--- src/rtl/serial_led_frame_receiver.sv ---
// Deserialises a colour-component serial stream and commits frames into LED or brightness registers.
// Latency: shift updates serial_data_out/bit_count on the sampling edge; latch results visible one cycle after the strobe.
// Backpressure: none; shift and latch are accepted every cycle and a held strobe acts once per clock.
module serial_led_frame_receiver #(
   parameter int WIDTH = 16,
   parameter int CNT_W = 8
) (
   input  logic             clk,
   input  logic             reset_n,
   input  logic             serial_data_in,
   input  logic             shift,
   input  logic             latch,
   input  logic             latch_sel,
   output logic [WIDTH-1:0] led_vals,
   output logic [WIDTH-1:0] brightness,
   output logic             serial_data_out,
   output logic [CNT_W-1:0] bit_count,
   output logic             frame_done,
   output logic             frame_error,
   input  logic             error_clr,
   output logic [15:0]      frame_count
);

   localparam int LOG_W = $clog2(WIDTH);

   typedef enum logic {
      IDLE = 1'b0,
      RECV = 1'b1
   } state_t;

   state_t           state;
   state_t           state_next;
   logic [WIDTH-1:0] sr;
   logic [CNT_W-1:0] count_next;
   logic             saturated;
   logic             good_frame;

   // Next state, next bit count and frame-length verdict; a latch ends the frame,
   // and a shift in the same cycle becomes bit 1 of the following frame.
   always_comb begin
      state_next = state;
      count_next = bit_count;
      saturated  = &bit_count;
      good_frame = (state == RECV) && (bit_count[LOG_W-1:0] == '0) && !saturated;
      if (latch) begin
         state_next = shift ? RECV : IDLE;
         count_next = shift ? CNT_W'(1) : '0;
      end else if (shift) begin
         state_next = RECV;
         if (!saturated) begin
            count_next = bit_count + CNT_W'(1);
         end
      end
   end

   // State and bit counter registers.
   always_ff @(posedge clk or negedge reset_n) begin
      if (!reset_n) begin
         state     <= IDLE;
         bit_count <= '0;
      end else begin
         state     <= state_next;
         bit_count <= count_next;
      end
   end

   // Shift register, MSB first; the bit leaving the top feeds the next chip in the chain.
   always_ff @(posedge clk or negedge reset_n) begin
      if (!reset_n) begin
         sr              <= '0;
         serial_data_out <= 1'b0;
      end else if (shift) begin
         sr              <= {sr[WIDTH-2:0], serial_data_in};
         serial_data_out <= sr[WIDTH-1];
      end
   end

   // Commit the pre-shift register on latch and keep frame statistics; an error set beats a clear.
   always_ff @(posedge clk or negedge reset_n) begin
      if (!reset_n) begin
         led_vals    <= '0;
         brightness  <= '0;
         frame_done  <= 1'b0;
         frame_error <= 1'b0;
         frame_count <= '0;
      end else begin
         frame_done <= latch;
         if (latch) begin
            if (latch_sel) begin
               brightness <= sr;
            end else begin
               led_vals <= sr;
            end
            if (good_frame) begin
               frame_count <= frame_count + 16'd1;
            end
         end
         if (latch && !good_frame) begin
            frame_error <= 1'b1;
         end else if (error_clr) begin
            frame_error <= 1'b0;
         end
      end
   end

endmodule

--- config.mk ---
export PLATFORM = sky130hd
export DESIGN_NAME = serial_led_frame_receiver
export DESIGN_NICKNAME = d
export VERILOG_FILES = /design/src/rtl/serial_led_frame_receiver.sv
export SDC_FILE = /design/constraint.sdc
export NUM_CORES = 1
export LEC_CHECK = 0
export BUFFER_PORTS_ARGS = -buffer_cell sky130_fd_sc_hd__buf_4
export CAP_MARGIN = 40
export CORE_AREA = 2 2 77 79
export CTS_CLUSTER_DIAMETER = 200
export DETAILED_ROUTE_END_ITERATION = 10
export DIE_AREA = 0 0 79 81
export PLACE_DENSITY = 0.89
export SLEW_MARGIN = 10
export SYNTH_ARGS = -nofsm -noshare
export SYNTH_HDL_FRONTEND = slang
export SYNTH_SLANG_ARGS = --single-unit
--- constraint.sdc ---
create_clock -name clk -period 3.4 [get_ports clk]
set_input_delay 0.85 -clock clk [delete_from_list [all_inputs] [get_ports clk]]
set_output_delay 0.85 -clock clk [all_outputs]
set_load 0.02 [all_outputs]
==> results list <==
* Post-synthesis mux area share: 19.12%
* Largest stage delay, worst path: 460 ps
* Syn_nets: 236
- Required @ worst endpoint: 3630 ps
- Reg2Reg Launch Point: bit_count[0]$_DFFE_PN0P_
- Of all nets on the critical path, the largest fanout is 7.
* Floorplan die width: 79 µm
- Summing the areas of all xor and xnor instances in the mapped netlist gives 4.800% of the synthesized area.
- The worst hold path belongs to the class in -> async.
* Leak pwr: 0.001834 µW
- Before antenna repair, the detailed router went through 4 iterations.
- Total number of vias: 2016
* Largest cells by area after synthesis: dfrtp_1, mux2_2, xnor2_1
* Drt drc: 0
- Type of element capturing the critical path: flip-flop
- Counting along the longest clock path gives a buffer depth of 2.
- Clock network latency to the later pin of the worst-skew pair: 340 ps
- Fraction of the mapped netlist area in compound gates: 1.856%
- Timing-limited maximum frequency: 0.5273 GHz
* Synth-to-Final Area Change: 25.78%
- Dividing the detail-routed via count by the number of cells gives 5.376.
- Counting I/O delays and the setup requirement, the final critical path takes 1897 ps.
- Total length of routed wires: 5630 µm
- Share of synthesized area occupied by flip-flops and latches: 61.32%
- At the end of routability-driven placement, the weighted congestion stood at 0.8055.
- During placement, the flow inserted port buffers numbering 65.
- The biggest area contributor in the post-synthesis netlist is dfrtp_1.
* Maximum ir drop on the vdd rail: 0.0005498 V
- The count of nets left with antenna violations once routing finished came out at 0.
- Summed over its instances, the top area cell type makes up 61.32% of the synthesized netlist area.
* Largest net degree at the start of global routing: 60
- The final number of max-transition violations came to 0.
- In this run the post-CTS setup repair buffer count came out at 0.
- Distinct cells, synth: 29
* Number of nets at the end of the flow: 305
* Category of the most critical setup path: reg -> reg
- Die Y: 81 µm
- The Yosys step of the flow raised 0 warnings.
- Tcrit/Tclk final: 55.78%
* Wirelength per Cell: 15.01 µm
- Most frequent standard cell in the layout excluding fill and tap cells: dfrtp_1
- Measured against its own limit, the worst slew margin works out to 42.85%.
- The worst setup path is launched from a flip-flop.
- Number of standard cells after synthesis: 226
- Wire length of the first global-routing pass: 9335 µm
- RSZ-0062 raised after global routing: no
- Starting utilization of the core area: 54.65%
- The via count of the first global-routing pass is 2016.
* Number of antenna violations at the first check in global routing: 0
- Cell with the largest stage delay on the worst path: nor4_4
* Aggregate negative setup slack: 0 ps
- Ordered cell list for the critical path: inv_1, ha_1, nand4bb_1, nor4_4, nand3_1, xnor2_1
- Setup violations remaining at the end of the flow were counted as 0.
- Summing the areas of all fa, ha and maj instances in the mapped netlist gives 1.210% of the synthesized area.
- For the pin with the worst max-slew slack, the measured transition is 857.3 ps.
- The synthesized netlist occupies a cell area of 0.003102 mm².
- After floorplanning, the core was divided into 28 placement rows.
- The region available for standard cell placement spans 0.005675 mm².
- TritonCTS clock tree: built
- In this run the count of I/O pins placed on the die edge is 66.
- Syn avg cell area: 13.72 µm²
- After Yosys synthesis, and, or, nand and nor cells account for 9.762% of the synthesized area.
- Hold-fix buffers, CTS: 0
* Clock Sinks: 76
- The number of buffers and inverters on the critical path is 1.
* Count of inserted antenna diode cells: 0
* Family with the most delay on the worst path: simple AND/OR/NAND/NOR gates
- The detailed router finished its first iteration with 101 violations.
* Status: finished clean
- Clock root buffer master: clkbuf_8
* Sum of net half-perimeters after detailed placement: 3896 µm
- Synthesis-stage register bit count: 76
* Clk slew on worst S/H paths: 80 ps
- Power spread over the standard cell area amounts to 802.4 mW/mm².
- Count of maximum capacitance violations: 0
- In the layout the commonest cells are dfrtp_1, buf_4, mux2_2.
- Combinational family with the most area after synthesis: multiplexers
* Resize count post-CTS: 0
* Data arrival, critical path: 2120 ps
- Number of buffers created by CTS: 9
- Hold timing on the final database bottoms out at a slack of 369.8 ps.
* Share of layout cells above drive strength 1: 45.33%
- The number of hold violations in the final report is 0.
- H-tree lvl count: 3
- Setup skew after layout: 10.22 ps
- For this run the aggregate overflow at the end of global routing stands at 0.
- Total routing usage reported by global routing: 18.88%
- Die Footprint: 0.006399 mm²
* Crit. Startpoint: bit_count[0]$_DFFE_PN0P_
cells in the mapped netlist:
library cell,count
mux2_2,50
and3_1,3
o211ai_1,2
nand2_1,14
a31oi_1,1
nand3_1,7
nor2_2,1
dfrtp_1,76
nor4b_1,1
a21oi_1,1
mux2i_1,3
inv_1,4
nand4_1,11
nand2b_1,1
nor3_1,4
buf_2,6
xor2_1,5
o21ai_0,3
a31o_2,1
nor4_1,1
xnor2_1,12
a21o_1,1
ha_1,3
nor3_2,1
nor4_4,1
buf_6,1
nand4bb_1,1
nor2_1,10
clkbuf_1,1
logic make-up (layout without fill, tap and decap cells):
kind of cell	Yosys count	count (layout)
multiplexers	53	53
AO/OA/AOI/OAI	9	9
AND/OR/NAND/NOR	56	56
buffers and inverters	12	86
XOR/XNOR	17	17
flip-flops	76	76
adder cells (fa/ha/maj)	3	3
routing by layer:
metal / GRT usage, % / part of all wire, %
met5: 0 / 0
met3: 5.556 / 5.6
met1: 23.28 / 43
met2: 31.19 / 51
met4: 8.276 / 0.64
registers in the layout (all words and copies together), names as in the netlist:
name / count
bit_count: 8
brightness: 16
frame_count: 16
frame_done: 1
frame_error: 1
led_vals: 16
serial_data_out: 1
sr: 16
state: 1
power by group:
part | leakage [µW] | switching [µW] | internal (µW)
Clock | 0.000122 | 311 | 471
Sequential | 0.000946 | 219 | 1180
Combinational | 0.000765 | 471 | 478
Total | 0.00183 | 1000 | 2130
metrics by stage:
stage          std cells  instance area (µm²)  setup WS [ps]  power (µW)  utilization (%)
2_1_floorplan        226                 3102           1608        1919                -
3_3_place_gp         358                 3638           1225        2336            64.11
3_5_place_dp         359                 3666           1175        2376            64.59
4_1_cts              375                 3901           1521        3168            68.74
5_1_grt              375                 3901           1427        3293            68.74
6_report             375                 3901           1503        3131            68.74
worst register-to-register path: cells and delay by family (launching register included):
kind / cells / cell delay [ps]
xor gates and xnor gates: 1 / 150
adders and majority gates: 1 / 140
buffers and inverters: 1 / 90
DFF: 1 / 450
and+or+nand+nor: 3 / 970
layout make-up:
class,instances,area [µm²]
multi-input combinational,138,1140
sequential,76,1902
clock inverter,4,70.07
clock buffer,12,165.2
inverter,4,15.01
tap,75,93.84
timing repair buffer,66,515.5
fill,422,1774
final timing paths:
| kind | slack, ps | depth (start not counted) | endpoint |
|---|---|---|---|
| min in group clk | 480 | 1 | frame_count[15]$_DFFE_PN0P_ |
| worst max register to register | 1500 | 6 | frame_count[14]$_DFFE_PN0P_ |
| max in group asynchronous | 2470 | 2 | serial_data_out$_DFFE_PN0P_ |
| worst min register to register | 480 | 1 | frame_count[15]$_DFFE_PN0P_ |
| worst max-delay path | 1500 | 6 | frame_count[14]$_DFFE_PN0P_ |
| worst min-delay path | 370 | 1 | frame_count[13]$_DFFE_PN0P_ |
Note: power is estimated with default switching activity, not from simulation.
